`src/rtl/jtag_mailbox_dr_pkg.sv`:
```
// Shared encodings for the JTAG mailbox data register: frame ops, FSM states
// and bit positions of the status word captured into the scan chain.
package jtag_pkg;

    typedef enum logic [1:0] {
        OP_NOP     = 2'b00,
        OP_WRITE   = 2'b01,
        OP_READ    = 2'b10,
        OP_CLR_ERR = 2'b11
    } op_e;

    typedef enum logic {
        S_IDLE = 1'b0,
        S_BUSY = 1'b1
    } state_e;

    localparam int ST_BUSY      = 0;
    localparam int ST_ERR       = 1;
    localparam int ST_RDV       = 2;
    localparam int ST_RDATA_LSB = 3;

endpackage

```
`src/rtl/jtag_mailbox_dr_if.sv`:
```
// Toggle req/ack bundle between the scan-side mailbox (master) and core logic (slave).
interface jtag_mailbox_dr_if #(
    parameter int ADDR_W = 8,
    parameter int DATA_W = 16
);
    logic              req_toggle;
    logic              req_we;
    logic [ADDR_W-1:0] req_addr;
    logic [DATA_W-1:0] req_wdata;
    logic              ack_toggle;
    logic [DATA_W-1:0] rdata;

    modport master (
        output req_toggle, req_we, req_addr, req_wdata,
        input  ack_toggle, rdata
    );

    modport slave (
        input  req_toggle, req_we, req_addr, req_wdata,
        output ack_toggle, rdata
    );
endinterface

```
`src/rtl/jtag_mailbox_dr_toggle_sync.sv`:
```
// Two-flop synchronizer for a level/toggle signal crossing into the clk domain.
module toggle_sync (
    input  logic clk,
    input  logic reset_bar,
    input  logic async_in,
    output logic sync_out
);
    logic s1_q;
    logic s2_q;

    always_ff @(posedge clk or negedge reset_bar) begin
        if (!reset_bar) begin
            s1_q <= 1'b0;
            s2_q <= 1'b0;
        end else begin
            s1_q <= async_in;
            s2_q <= s1_q;
        end
    end

    assign sync_out = s2_q;
endmodule

```
`src/rtl/jtag_mailbox_dr.sv`:
```
// User DR behind the TAP: shifted-in frames become core read/write requests over
// a toggle handshake; the capture word reports busy/err/read data for polling.
module jtag_mailbox_dr
    import jtag_pkg::*;
#(
    parameter int ADDR_W = 8,
    parameter int DATA_W = 16
) (
    input  logic clockDR,
    input  logic reset_bar,
    input  logic shiftDR,
    input  logic scan_in,
    output logic scan_out,
    jtag_mailbox_dr_if.master core_if
);
    localparam int FRAME_W = 2 + ADDR_W + DATA_W;
    localparam int CNT_W   = $clog2(FRAME_W + 2);
    localparam logic [CNT_W-1:0] CNT_LAST = CNT_W'(FRAME_W - 1);
    localparam logic [CNT_W-1:0] CNT_FULL = CNT_W'(FRAME_W);
    localparam logic [CNT_W-1:0] CNT_OVER = CNT_W'(FRAME_W + 1);

    state_e              state_q, state_d;
    logic [FRAME_W-1:0]  shift_q, shift_d;
    logic [CNT_W-1:0]    bit_cnt_q, bit_cnt_d;
    logic                req_toggle_q, req_toggle_d;
    logic                req_we_q, req_we_d;
    logic [ADDR_W-1:0]   req_addr_q, req_addr_d;
    logic [DATA_W-1:0]   req_wdata_q, req_wdata_d;
    logic [DATA_W-1:0]   rdata_q, rdata_d;
    logic                rd_valid_q, rd_valid_d;
    logic                err_q, err_d;

    logic                ack_s2;
    logic                busy;
    logic                commit;
    logic                err_set;
    logic [FRAME_W-1:0]  cap_word;
    op_e                 frame_op;

    toggle_sync u_ack_sync (
        .clk       (clockDR),
        .reset_bar (reset_bar),
        .async_in  (core_if.ack_toggle),
        .sync_out  (ack_s2)
    );

    always_ff @(posedge clockDR or negedge reset_bar) begin
        if (!reset_bar) begin
            state_q      <= S_IDLE;
            shift_q      <= '0;
            bit_cnt_q    <= '0;
            req_toggle_q <= 1'b0;
            req_we_q     <= 1'b0;
            req_addr_q   <= '0;
            req_wdata_q  <= '0;
            rdata_q      <= '0;
            rd_valid_q   <= 1'b0;
            err_q        <= 1'b0;
        end else begin
            state_q      <= state_d;
            shift_q      <= shift_d;
            bit_cnt_q    <= bit_cnt_d;
            req_toggle_q <= req_toggle_d;
            req_we_q     <= req_we_d;
            req_addr_q   <= req_addr_d;
            req_wdata_q  <= req_wdata_d;
            rdata_q      <= rdata_d;
            rd_valid_q   <= rd_valid_d;
            err_q        <= err_d;
        end
    end

    always_comb begin
        state_d      = state_q;
        shift_d      = shift_q;
        bit_cnt_d    = bit_cnt_q;
        req_toggle_d = req_toggle_q;
        req_we_d     = req_we_q;
        req_addr_d   = req_addr_q;
        req_wdata_d  = req_wdata_q;
        rdata_d      = rdata_q;
        rd_valid_d   = rd_valid_q;
        err_d        = err_q;

        busy = (state_q == S_BUSY);

        cap_word                            = '0;
        cap_word[ST_BUSY]                   = busy;
        cap_word[ST_ERR]                    = err_q;
        cap_word[ST_RDV]                    = rd_valid_q;
        cap_word[ST_RDATA_LSB +: DATA_W]    = rdata_q;

        if (shiftDR) begin
            shift_d = {scan_in, shift_q[FRAME_W-1:1]};
            if (bit_cnt_q != CNT_OVER) begin
                bit_cnt_d = bit_cnt_q + CNT_W'(1);
            end
        end else begin
            shift_d   = cap_word;
            bit_cnt_d = '0;
        end

        frame_op = op_e'(shift_d[1:0]);
        commit   = shiftDR && (bit_cnt_q == CNT_LAST);
        // Commits are judged against the pre-edge state, so one landing on the
        // completion edge is still treated as arriving while busy.
        err_set  = (shiftDR && (bit_cnt_q == CNT_FULL)) ||
                   (commit && busy && (frame_op != OP_NOP));

        if (busy) begin
            if (ack_s2 == req_toggle_q) begin
                state_d = S_IDLE;
                if (!req_we_q) begin
                    rdata_d    = core_if.rdata;
                    rd_valid_d = 1'b1;
                end
            end
        end else if (commit) begin
            case (frame_op)
                OP_WRITE, OP_READ: begin
                    req_we_d     = (frame_op == OP_WRITE);
                    req_addr_d   = shift_d[ADDR_W+1:2];
                    req_wdata_d  = shift_d[FRAME_W-1:ADDR_W+2];
                    req_toggle_d = ~req_toggle_q;
                    state_d      = S_BUSY;
                    if (frame_op == OP_READ) begin
                        rd_valid_d = 1'b0;
                    end
                end
                OP_CLR_ERR: err_d = 1'b0;
                default:    ;
            endcase
        end

        if (err_set) begin
            err_d = 1'b1;
        end
    end

    assign scan_out           = shift_q[0];
    assign core_if.req_toggle = req_toggle_q;
    assign core_if.req_we     = req_we_q;
    assign core_if.req_addr   = req_addr_q;
    assign core_if.req_wdata  = req_wdata_q;
endmodule

```
`src/flat_wrapper.sv`:
```
// flat-port wrapper written by rule: the top's interface ports become plain ports
module jtag_mailbox_dr_flat import jtag_pkg::*;
#(
    parameter int ADDR_W = 8,
    parameter int DATA_W = 16
)
  (clockDR, reset_bar, shiftDR, scan_in, scan_out, core_if_req_toggle, core_if_req_we, core_if_req_addr, core_if_req_wdata, core_if_ack_toggle, core_if_rdata);
  jtag_mailbox_dr_if #(.ADDR_W(ADDR_W), .DATA_W(DATA_W)) core_if_i ();
  input  logic clockDR;
  input  logic reset_bar;
  input  logic shiftDR;
  input  logic scan_in;
  output logic scan_out;
  output wire logic [$bits(core_if_i.req_toggle)-1:0] core_if_req_toggle;
  output wire logic [$bits(core_if_i.req_we)-1:0] core_if_req_we;
  output wire logic [$bits(core_if_i.req_addr)-1:0] core_if_req_addr;
  output wire logic [$bits(core_if_i.req_wdata)-1:0] core_if_req_wdata;
  input wire logic [$bits(core_if_i.ack_toggle)-1:0] core_if_ack_toggle;
  input wire logic [$bits(core_if_i.rdata)-1:0] core_if_rdata;
  assign core_if_req_toggle = core_if_i.req_toggle;
  assign core_if_req_we = core_if_i.req_we;
  assign core_if_req_addr = core_if_i.req_addr;
  assign core_if_req_wdata = core_if_i.req_wdata;
  assign core_if_i.ack_toggle = core_if_ack_toggle;
  assign core_if_i.rdata = core_if_rdata;
  jtag_mailbox_dr #(.ADDR_W(ADDR_W), .DATA_W(DATA_W)) u_core (.clockDR(clockDR), .reset_bar(reset_bar), .shiftDR(shiftDR), .scan_in(scan_in), .scan_out(scan_out), .core_if(core_if_i));
endmodule
```
`config.mk`:
```
export PLATFORM = sky130hd
export DESIGN_NAME = jtag_mailbox_dr_flat
export DESIGN_NICKNAME = d
export VERILOG_FILES = /design/src/rtl/jtag_mailbox_dr_pkg.sv /design/src/rtl/jtag_mailbox_dr_if.sv /design/src/rtl/jtag_mailbox_dr_toggle_sync.sv /design/src/rtl/jtag_mailbox_dr.sv /design/src/flat_wrapper.sv
export SDC_FILE = /design/constraint.sdc
export NUM_CORES = 1
export LEC_CHECK = 0
export BUFFER_PORTS_ARGS = -buffer_cell sky130_fd_sc_hd__buf_2
export CORE_ASPECT_RATIO = 0.6
export CORE_MARGIN = 4
export CORE_UTILIZATION = 39
export DETAILED_ROUTE_END_ITERATION = 10
export PLACE_DENSITY_LB_ADDON = 0.05
export REMOVE_ABC_BUFFERS = 1
export SYNTH_ARGS = -nofsm -noshare
export SYNTH_HDL_FRONTEND = slang
export SYNTH_SLANG_ARGS = --single-unit
```
`constraint.sdc`:
```
create_clock -name clockDR -period 2.56 [get_ports clockDR]
set_input_delay 0.128 -clock clockDR [delete_from_list [all_inputs] [get_ports clockDR]]
set_output_delay 0.128 -clock clockDR [all_outputs]
set_load 0.02 [all_outputs]
```
* Word level (Yosys, flattened, before mapping)
Cells that the tools add are included.
** Word-level totals
- Register bits :: 78
- Input port bits :: 21
- Output and inout bits :: 27
- Logic and storage cells :: 60
** Operators by class
- $add $sub $neg :: 1
- Eq/ne operators :: 11
- Multiplexer cells :: 17
- Bitwise operators :: 3
- Reduce and logical (&&, ||, !) cells :: 16
** Operators with widths (count)
- two-way mux 26 bit :: 1
- two-way mux 1 bit :: 14
- nonzero test 2 bit :: 6
- equality test 5 bit, second input constant :: 2
- two-way mux 5 bit :: 2
- AND reduction 3 bit :: 3
- inequality test 2 bit, second input constant :: 3
- adder 5 x 1 -> 5 bit, second input constant :: 1
- inequality test 5 bit, second input constant :: 1
- AND reduction 5 bit :: 1
- equality test 2 bit, second input constant :: 2
- logical AND 1 bit :: 4
- NOT 1 bit :: 3
- equality test 2 x 1 -> 1 bit, second input constant :: 1
- inequality test 2 x 1 -> 1 bit, second input constant :: 1
- OR reduction 2 bit :: 1
- equality test 1 bit :: 1
- logical OR 1 bit :: 1

* Longest topological paths before layout
Gate-level depths: netlist of run 1.
- Depth in word-level cells :: 7
- Depth in mapped cells :: 7
- Gate-level depth less buffers :: 5

* Modules after synthesis
A second synthesis of run 1 with hierarchy kept.
** Second synthesis, totals
- Cell total of the unflattened synthesis :: 189
- Area, all modules :: 3065.4 um^2
** Modules (own cells, without submodules)
- jtag_mailbox_dr :: instances 1, cells each 187, area an instance 3015.4 um^2, seq. area each 1901.8 um^2
- toggle_sync :: instances 1, cells each 2, area an instance 50.0 um^2, seq. area each 50.0 um^2

* Least setup slack after synthesis of run 1
No wires, ideal clock.
- Path type :: input-to-reg
- Start point :: input shiftDR
- End point :: register u_core.req_addr_q[4] (netlist: u_core.core_if.req_addr[4])
- Library setup time :: 0.125 ns
- Arrival time :: 1.655 ns
- Required time :: 2.435 ns
- Slack :: 0.780 ns
- Stages :: 7
- Path buffers :: 3
- Cells stage by stage :: clkbuf_1 > mux2i_1 > ha_1 > and3_4 > buf_6 > buf_12 > mux2_4
** Between the ends
- Cells in the longest elaborated chain, start to end :: 4
- Elaborated cells between the ends (all ways) :: 6
- Classes of those cells :: 2 x eq/ne; 1 x mux; 3 x reduce/logical
** RTL lines
- start: declaration :: RTL line flat_wrapper.sv:11 : input logic shiftDR;
- two-way mux 26 bit :: RTL line jtag_mailbox_dr.sv:93 : if (shiftDR) begin
- equality test 2 bit or equality test 2 x 1 -> 1 bit (tied branches) :: RTL line jtag_mailbox_dr.sv:119 : case (frame_op)
- OR reduction 2 bit :: RTL line jtag_mailbox_dr.sv:119
- AND reduction 3 bit (no source line)
- end signal: assignment :: RTL line jtag_mailbox_dr.sv:65 : req_addr_q <= req_addr_d;
- end: declaration :: RTL line jtag_mailbox_dr.sv:27 : logic [ADDR_W-1:0] req_addr_q, req_addr_d;
Several ways; a longest one is shown, not always the timed one.
A chain may end at the register's enable or synchronous reset.

* Worst setup path after layout of run 1
- Start point :: register u_core.state_q (netlist: u_core.busy)
- End point :: register u_core.req_wdata_q[15] (netlist: u_core.core_if.req_wdata[15])
** Between the ends
- Cells in the longest elaborated chain, start to end :: 4
- Elaborated cells between the ends (all ways) :: 6
- Classes of those cells :: 2 x eq/ne; 1 x mux; 1 x bitwise; 2 x reduce/logical
** RTL lines
- start: declaration :: RTL line jtag_mailbox_dr.sv:22 : state_e state_q, state_d;
- start signal: assignment :: RTL line jtag_mailbox_dr.sv:60 : state_q <= state_d;
- two-way mux 26 bit :: RTL line jtag_mailbox_dr.sv:93
- equality test 2 bit or equality test 2 x 1 -> 1 bit (tied branches) :: RTL line jtag_mailbox_dr.sv:119
- OR reduction 2 bit :: RTL line jtag_mailbox_dr.sv:119
- AND reduction 3 bit (no source line) (*)
- end signal: assignment :: RTL line jtag_mailbox_dr.sv:66 : req_wdata_q <= req_wdata_d;
- end: declaration :: RTL line jtag_mailbox_dr.sv:28 : logic [DATA_W-1:0] req_wdata_q, req_wdata_d;
Every way passes the cells marked *; elsewhere a longest branch is shown, timed or not.

==> results of run 1 <==
==> sequential cells by signal, summed over array words and instances, names as in the netlist <==
signal,count
u_core.rd_valid_q,1
u_core.shift_q,26
u_core.core_if.req_addr,8
u_core.rdata_q,16
u_core.core_if.req_we,1
u_core.u_ack_sync.s1_q,1
u_core.u_ack_sync.sync_out,1
u_core.busy,1
u_core.core_if.req_wdata,16
u_core.core_if.req_toggle,1
u_core.bit_cnt_q,5
u_core.err_q,1
==> metrics by stage <==
stage / setup slack (ps) / instance area, sq um
CTS: 597.4 / 3809
global route: 498.9 / 3809
detailed placement: 612.5 / 3453
global placement: 661.2 / 3453
finish: 621.1 / 3809
floorplan: 812.0 / 3058
==> power breakdown <==
group	internal, W	switching, W
logic	0.0000298	0.0000468
clock network	0.000932	0.000467
registers	0.00124	0.00000605
total	0.00220	0.000520
==> how the worst min path moves through the flow <==
stage	from	endpoint
4_1_cts	core_if_rdata[6]	u_core.rdata_q[6]
5_1_grt	core_if_rdata[3]	u_core.rdata_q[3]
2_1_floorplan	reset_bar	u_core.bit_cnt_q[0]
3_3_place_gp	core_if_ack_toggle	u_core.u_ack_sync.s1_q
3_5_place_dp	core_if_ack_toggle	u_core.u_ack_sync.s1_q
6_report	core_if_rdata[6]	u_core.rdata_q[6]
==> final cells by class <==
cell class | instances | share of cell area
Sequential cell | 78 | 0.5125
Multi-Input combinational cell | 100 | 0.2855
Timing Repair Buffer | 52 | 0.07359
Clock buffer | 13 | 0.07096
Tap cell | 108 | 0.03548
Clock inverter | 3 | 0.01708
Inverter | 5 | 0.004928
==> routing by layer <==
metal  track usage  share of wire
met5             0              0
met1        0.1815           0.49
met3       0.05899          0.055
met2        0.1908           0.44
met4       0.05246          0.017
==> cell usage in the layout, fill, tap and decap left out, types with 4 or more instances in the layout <==
master     instances
and2_1            10
buf_2             46
buf_4              4
clkbuf_16          9
dfrtp_1           78
ha_1               7
inv_1              5
mux2_2            40
mux2_4            18
==> cell families (layout without fill, tap and decap cells) <==
| family | count (synthesis) | in the layout | synth area share |
|---|---|---|---|
| flip-flops | 78 | 78 | 0.6200 |
| AND/OR/NAND/NOR | 21 | 21 | 0.04849 |
| multiplexers | 60 | 60 | 0.2353 |
| adder cells (fa/ha/maj) | 7 | 7 | 0.02782 |
| AO/OA/AOI/OAI | 6 | 6 | 0.01709 |
| buffers and inverters | 12 | 73 | 0.03458 |
| XOR/XNOR | 6 | 6 | 0.01670 |
==> results by group, run 1 <==
Status
  – Outcome: finished clean

Synthesis
  – Most frequent cell after synthesis: dfrtp_1
  – Synth Flop Type: dfrtp_1
  – Async S/R FF share, synth: 1.000
  – Most frequent cells after synthesis: dfrtp_1 (78), mux2_2 (40), mux2_4 (18), and2_1 (10), ha_1 (7)
  – Post-synthesis sequential area ratio: 0.6200
  – Area leader, netlist: dfrtp_1
  – Post-synth top area share: 0.6200
  – Synth warn: 0
  – Number of flops mapped to enable cells by yosys: 0
  – Flops & latches, synth: 78
  – Area of the mapped netlist: 3148 sq um
  – Synth cell types: 26
  – Top post-synthesis cells by area: dfrtp_1 (62%), mux2_2 (14%), mux2_4 (8.6%), ha_1 (2.8%), and2_1 (2.0%)
  – Average size of a mapped cell: 16.57 sq um
  – Syn Inst Count: 190

Critical path
  – R2r startpoint: u_core.busy
  – Crit path cell chain: mux2i_1 -> ha_1 -> and3_4 -> mux2_2
  – Crit. End Element: flip-flop
  – Crit path largest cell delay: 530 ps
  – CP Data Arrival Time: ~2200 ps
  – CP max stage cell: and3_4
  – CP Launch Type: flip-flop
  – R2r worst-path depth: 4
  – CP Buf/Inv Count: 0
  – WP depth: 4
  – Crit path from: u_core.busy
  – Reg2reg end: u_core.core_if.req_wdata[15]
  – Top Family by Delay on Critical Path: multiplexers
  – Required @ worst endpoint: 2780 ps
  – Setup CP Type: reg2reg
  – Maximum fanout along the worst path: 27
  – Endpoint of the worst setup timing path: u_core.core_if.req_wdata[15]
  – Reg2reg setup slack: roughly 620 ps

STA
  – Tmin final: 1939 ps
  – Final setup viols: 0
  – Max-slew headroom: 0.3481
  – RSZ-0062 raised after global routing: no
  – Final slew viol count: 0
  – Fin Clk Skew: roughly 4.0 ps
  – Final Hold Vio Count: 0
  – Hold WS: 24.40 ps
  – Max Freq: roughly 520 MHz
  – Setup_tns: 0 ps
  – Crit share post-route: 0.7574
  – Slew @ Worst Pin: between 900 and 1000 ps

Floorplan
  – Core area: approximately 8000 sq um
  – I/O pins: 48
  – Die Wd: 124.0 um
  – Die area: 9620 sq um
  – Initial Utilization: 0.4010
  – Die Span Y: 77.59 um
  – Row count: 25

GRT
  – Tot GR Track Use: 0.1347
  – Vias in the first global route: 1,836
  – First-pass GRT wire length: between 9000 and 10,000 um
  – Largest net degree at the start of global routing: 79
  – Initial antenna violation count: 0
  – Total gr overflow: 0

Worst hold path
  – Worst hold path class: in2reg
  – Hold Path Cell Cnt: 2

Clock tree
  – Max clock buf depth: 2
  – Clk slew on worst S/H paths: roughly 60 ps
  – CTS tree: yes
  – Root buf cell: clkbuf_16
  – TritonCTS buffer count: 9
  – Post-CTS Hold Fix Bufs: 2
  – H-tree Lvls: 3
  – Clock sink total: 78
  – Post-CTS sizing: 0
  – Post-CTS Setup Inserts: 0
  – Clock Latency Late Sink: ~330 ps

Run
  – Total of max-cap violations: 0

Routing
  – Routed WL: 5689 um
  – WL/cell: 15.85 um
  – Residual DRC count: 0
  – Routed Antenna Nets: 0
  – Vias per cell: 4.574
  – Vias: 1,642
  – 1st-pass router iterations: 4
  – Initial DRC count: 100

Power
  – Power, Total: 0.002723 W
  – Peak supply drop: 319.4 uV
  – P_leak: 2.063 nW
  – Cell Pwr Density: 714.9 nW/um^2

Layout
  – Final nets: roughly 270
  – Ant. Diodes: 0
  – Area occupied by multi-input gates: 1087 sq um
  – Register area: 1952 sq um
  – Fill cells: 678
  – Syn-to-layout area delta: 20.99%
  – Proportion of layout cells with a drive suffix above 1: 0.5139
  – Fin cells: approximately 360
  – Final Util: 0.4851

Placement
  – Final Wtd Congestion: a little over 0.7
  – HPWL after detailed placement: about 3700 um
  – Port Buf Inserts: 47
  – Dpl cells: 341
No activity file was read; power rests on OpenSTA's default activity.
==> inputs of run 2 (changes only) <==
--- a/config.mk
+++ b/config.mk
@@ -5,6 +5,7 @@
 export SDC_FILE = /design/constraint.sdc
 export NUM_CORES = 1
 export LEC_CHECK = 0
+export ABC_AREA = 1
 export BUFFER_PORTS_ARGS = -buffer_cell sky130_fd_sc_hd__buf_2
 export CORE_ASPECT_RATIO = 0.6
 export CORE_MARGIN = 4
==> constraint.sdc (replaced) <==
create_clock -name clockDR -period 1.9 [get_ports clockDR]
set_input_delay 0.095 -clock clockDR [delete_from_list [all_inputs] [get_ports clockDR]]
set_output_delay 0.095 -clock clockDR [all_outputs]
set_load 0.02 [all_outputs]
==> run 2 against run 1 <==
  * Setup slack got worse by 400 ps
  * Global-route usage increased by 1.5 points
  * Sequential power grew 46%
  * Sequential cell count stayed put
  * Register-to-register slack worse by 400 ps
  * Clock power up 22%
  * Sequential share of layout area down 3.6 points
  * Combinational power grew to 4.0 times the previous value
  * Non-clock buffer count rose by 20
  * Clock skew about the same
  * Cell area is 7.6% higher
==> results by group, run 2 <==
Status
  – Outcome: finished clean (unchanged)

Synthesis
  – Post-synth top area share: 0.5927 (was 0.6200)
  – Area of the mapped netlist: 3293 sq um (was 3148 sq um)
  – Most frequent cells after synthesis: nand2_1 (129), dfrtp_1 (78), inv_1 (33), o21ai_2 (25), nand3_1 (21) (was dfrtp_1 (78), mux2_2 (40), mux2_4 (18), and2_1 (10), ha_1 (7))
  – Number of flops mapped to enable cells by yosys: 0 (unchanged)
  – Flops & latches, synth: 78 (unchanged)
  – Most frequent cell after synthesis: nand2_1 (was dfrtp_1)
  – Average size of a mapped cell: 9.743 sq um (was 16.57 sq um)
  – Async S/R FF share, synth: 1.000 (unchanged)
  – Syn Inst Count: 338 (was 190)
  – Synth cell types: 25 (was 26)
  – Synth warn: 0 (unchanged)
  – Top post-synthesis cells by area: dfrtp_1 (59%), nand2_1 (15%), o21ai_2 (6.6%), inv_1 (3.8%), nand3_1 (3.2%) (was dfrtp_1 (62%), mux2_2 (14%), mux2_4 (8.6%), ha_1 (2.8%), and2_1 (2.0%))
  – Synth Flop Type: dfrtp_1 (unchanged)
  – Post-synthesis sequential area ratio: 0.5927 (was 0.6200)
  – Area leader, netlist: dfrtp_1 (unchanged)

Clock tree
  – Clock sink total: 78 (unchanged)
  – CTS tree: yes (unchanged)
  – H-tree Lvls: 3 (unchanged)
  – Post-CTS Setup Inserts: 0 (unchanged)
  – Clock Latency Late Sink: 330 ps (about the same)
  – TritonCTS buffer count: 9 (unchanged)
  – Root buf cell: clkbuf_16 (unchanged)
  – Clk slew on worst S/H paths: 60 ps (about the same)
  – Max clock buf depth: 2 (unchanged)

Routing
  – Routed WL: 6463 um (was 5689 um)
  – Initial DRC count: 135 (was 100)
  – Routed Antenna Nets: 0 (unchanged)
  – Vias per cell: 4.380 (was 4.574)
  – WL/cell: 12.45 um (was 15.85 um)
  – 1st-pass router iterations: 4 (unchanged)
  – Vias: 2,273 (was 1,642)
  – Residual DRC count: 0 (unchanged)

STA
  – Fin Clk Skew: 3.598 ps (was 4.040 ps)
  – Final slew viol count: 0 (unchanged)
  – Worst Setup Slack, final: 222.1 ps (was 621.1 ps)
  – Final Hold Vio Count: 0 (unchanged)
  – RSZ-0062 raised after global routing: no (unchanged)
  – Final setup viols: 0 (unchanged)
  – Setup_tns: 0 ps (unchanged)
  – Crit share post-route: 0.8831 (was 0.7574)
  – Slew @ Worst Pin: 456.9 ps (was 977.8 ps)
  – Tmin final: 1678 ps (was 1939 ps)
  – Max-slew headroom: 0.6954 (was 0.3481)
  – Max Freq: 596.0 MHz (was 515.8 MHz)

GRT
  – Total gr overflow: 0 (unchanged)
  – First-pass GRT wire length: 11,650 um (was 9694 um)
  – Largest net degree at the start of global routing: 45 (was 79)
  – Vias in the first global route: 2,392 (was 1,836)
  – Tot GR Track Use: 0.1495 (was 0.1347)
  – Initial antenna violation count: 0 (unchanged)

Worst hold path
  – Worst hold path class: in2reg (unchanged)
  – Hold endpoint: u_core.rdata_q[15] (was u_core.rdata_q[6])
  – Hold Path Cell Cnt: 3 (was 2)
  – Hold path startpoint: core_if_rdata[15] (was core_if_rdata[6])

Floorplan
  – I/O pins: 48 (unchanged)
  – Row count: 25 (unchanged)
  – Die area: 10,030 sq um (was 9620 sq um)
  – Initial Utilization: 0.4096 (was 0.4010)
  – Die Wd: 126.6 um (was 124.0 um)
  – Core area: 8039 sq um (was 7851 sq um)
  – Die Span Y: 79.18 um (was 77.59 um)

Critical path
  – R2r startpoint: u_core.shift_q[1] (was u_core.busy)
  – Maximum fanout along the worst path: 43 (was 27)
  – Reg2reg setup slack: 220 ps (was 620 ps)
  – Top Family by Delay on Critical Path: flip-flops (was multiplexers)
  – CP max stage cell: dfrtp_1 (was and3_4)
  – CP Data Arrival Time: 1930 ps (was 2160 ps)
  – Crit. End Element: flip-flop (unchanged)
  – Reg2reg end: u_core.core_if.req_toggle (was u_core.core_if.req_wdata[15])
  – Required @ worst endpoint: 2150 ps (was 2780 ps)
  – CP Buf/Inv Count: 1 (was 0)
  – Crit path largest cell delay: 360 ps (was 530 ps)
  – Setup CP Type: reg2reg (unchanged)
  – Crit path cell chain: or2_1 -> o21ai_1 -> ha_1 -> nand3_4 -> buf_12 -> xor2_1 (was mux2i_1 -> ha_1 -> and3_4 -> mux2_2)
  – CP Launch Type: flip-flop (unchanged)
  – R2r worst-path depth: 6 (was 4)

Layout
  – Proportion of layout cells with a drive suffix above 1: 0.2676 (was 0.5139)
  – Fill cells: 765 (was 678)
  – Largest Register: u_core.shift_q (unchanged)
  – Most frequent cells in the layout: nand2_1 (129), dfrtp_1 (78), buf_2 (46), inv_1 (33), o21ai_2 (25) (was dfrtp_1 (78), buf_2 (46), mux2_2 (40), mux2_4 (18), and2_1 (10))
  – Register area: 1952 sq um (unchanged)
  – Area occupied by multi-input gates: 1086 sq um (was 1087 sq um)
  – Syn-to-layout area delta: 24.43% (was 20.99%)
  – Final nets: 434 (was 274)
  – Largest register FFs: 26 (unchanged)
  – Cell area after layout: 4098 sq um (was 3809 sq um)
  – Final Util: 0.5097 (was 0.4851)
  – Ant. Diodes: 0 (unchanged)
  – Most common cell after layout, fill and taps aside: nand2_1 (was dfrtp_1)

Power
  – Peak supply drop: 576.7 uV (was 319.4 uV)
  – Power, Total: 0.003837 W (was 0.002723 W)
  – Cell Pwr Density: 936.3 nW/um^2 (was 714.9 nW/um^2)
  – P_leak: 2.233 nW (was 2.063 nW)

Placement
  – Final Wtd Congestion: 0.7493 (was 0.7096)
  – Post-DP Area: 3646 sq um (was 3453 sq um)
  – HPWL after detailed placement: 4372 um (was 3731 um)
  – Setup Slack @ Placement: 218.8 ps (was 612.5 ps)
  – Port Buf Inserts: 47 (unchanged)

Run
  – Total of max-cap violations: 0 (unchanged)
-- run 2: cell count changes after synthesis, moves of 10 or more --
cell     previous run  this run
nand3_1             3        21
mux2_2             40         0
mux2_4             18         0
and2_1             10         0
o21ai_2             0        25
nand2_1             2       129
inv_1               5        33
-- run 2: power breakdown --
group	internal [W]	total (W)	switching (W)
logic	0.000119	0.000308	0.000190
clock network	0.00108	0.00171	0.000629
registers	0.00177	0.00182	0.0000459
-- run 2: layout make-up --
type	instances	area share
clock inverter	4	0.01099
inverter	36	0.03298
sequential	78	0.4763
tap	108	0.03298
multi-input combinational	209	0.2650
clock buffer	12	0.06260
timing repair buffer	72	0.1191
-- run 2: metrics by stage --
step	cells	hold WS, ps
after floorplan	323	-200.6
after global placement	488	85.34
after detailed placement	488	83.31
after CTS	519	1.500
after global routing	519	15.20
final	519	13.50
-- run 2: worst max-delay path by stage --
stage	start	cells after the start	endpoint	slack [ps]
floorplan	u_core.busy	4	u_core.core_if.req_toggle	-240
global placement	u_core.shift_q[2]	7	u_core.core_if.req_wdata[5]	270
detailed placement	u_core.shift_q[1]	6	u_core.core_if.req_toggle	220
CTS	u_core.shift_q[1]	6	u_core.core_if.req_toggle	210
global route	u_core.shift_q[2]	7	u_core.core_if.req_addr[7]	80
finish	u_core.shift_q[1]	6	u_core.core_if.req_toggle	220
-- run 2: worst register-to-register path, cell delays in order (launching register included) --
cell     delay [ps]
dfrtp_1         360
or2_1           220
o21ai_1         160
ha_1            330
nand3_4         110
buf_12          230
xor2_1          190
-- run 2: timing repair --
| item | in CTS | in global routing |
|---|---|---|
| hold buffers | 15 | 0 |
| hold endpoints to repair | 48 | 0 |
| gates resized for setup | 0 | 0 |
-- run 2: kinds of logic after synthesis --
kind of cell               Yosys count  share of synthesized area
and+or+nand+nor                    165                     0.2124
DFF                                 78                     0.5927
AOI/OAI and AO/OA                   36                    0.08815
xor gates and xnor gates             1                   0.002660
adders and majority gates            7                    0.02659
buffers and inverters               51                    0.07751
-- run 2: metal layers --
layer	routed length (um)	share of wire	track usage
met5	0	0	0
met4	93	0.014	0.05460
met3	293	0.045	0.05511
met2	2681	0.41	0.2083
met1	3395	0.53	0.2117
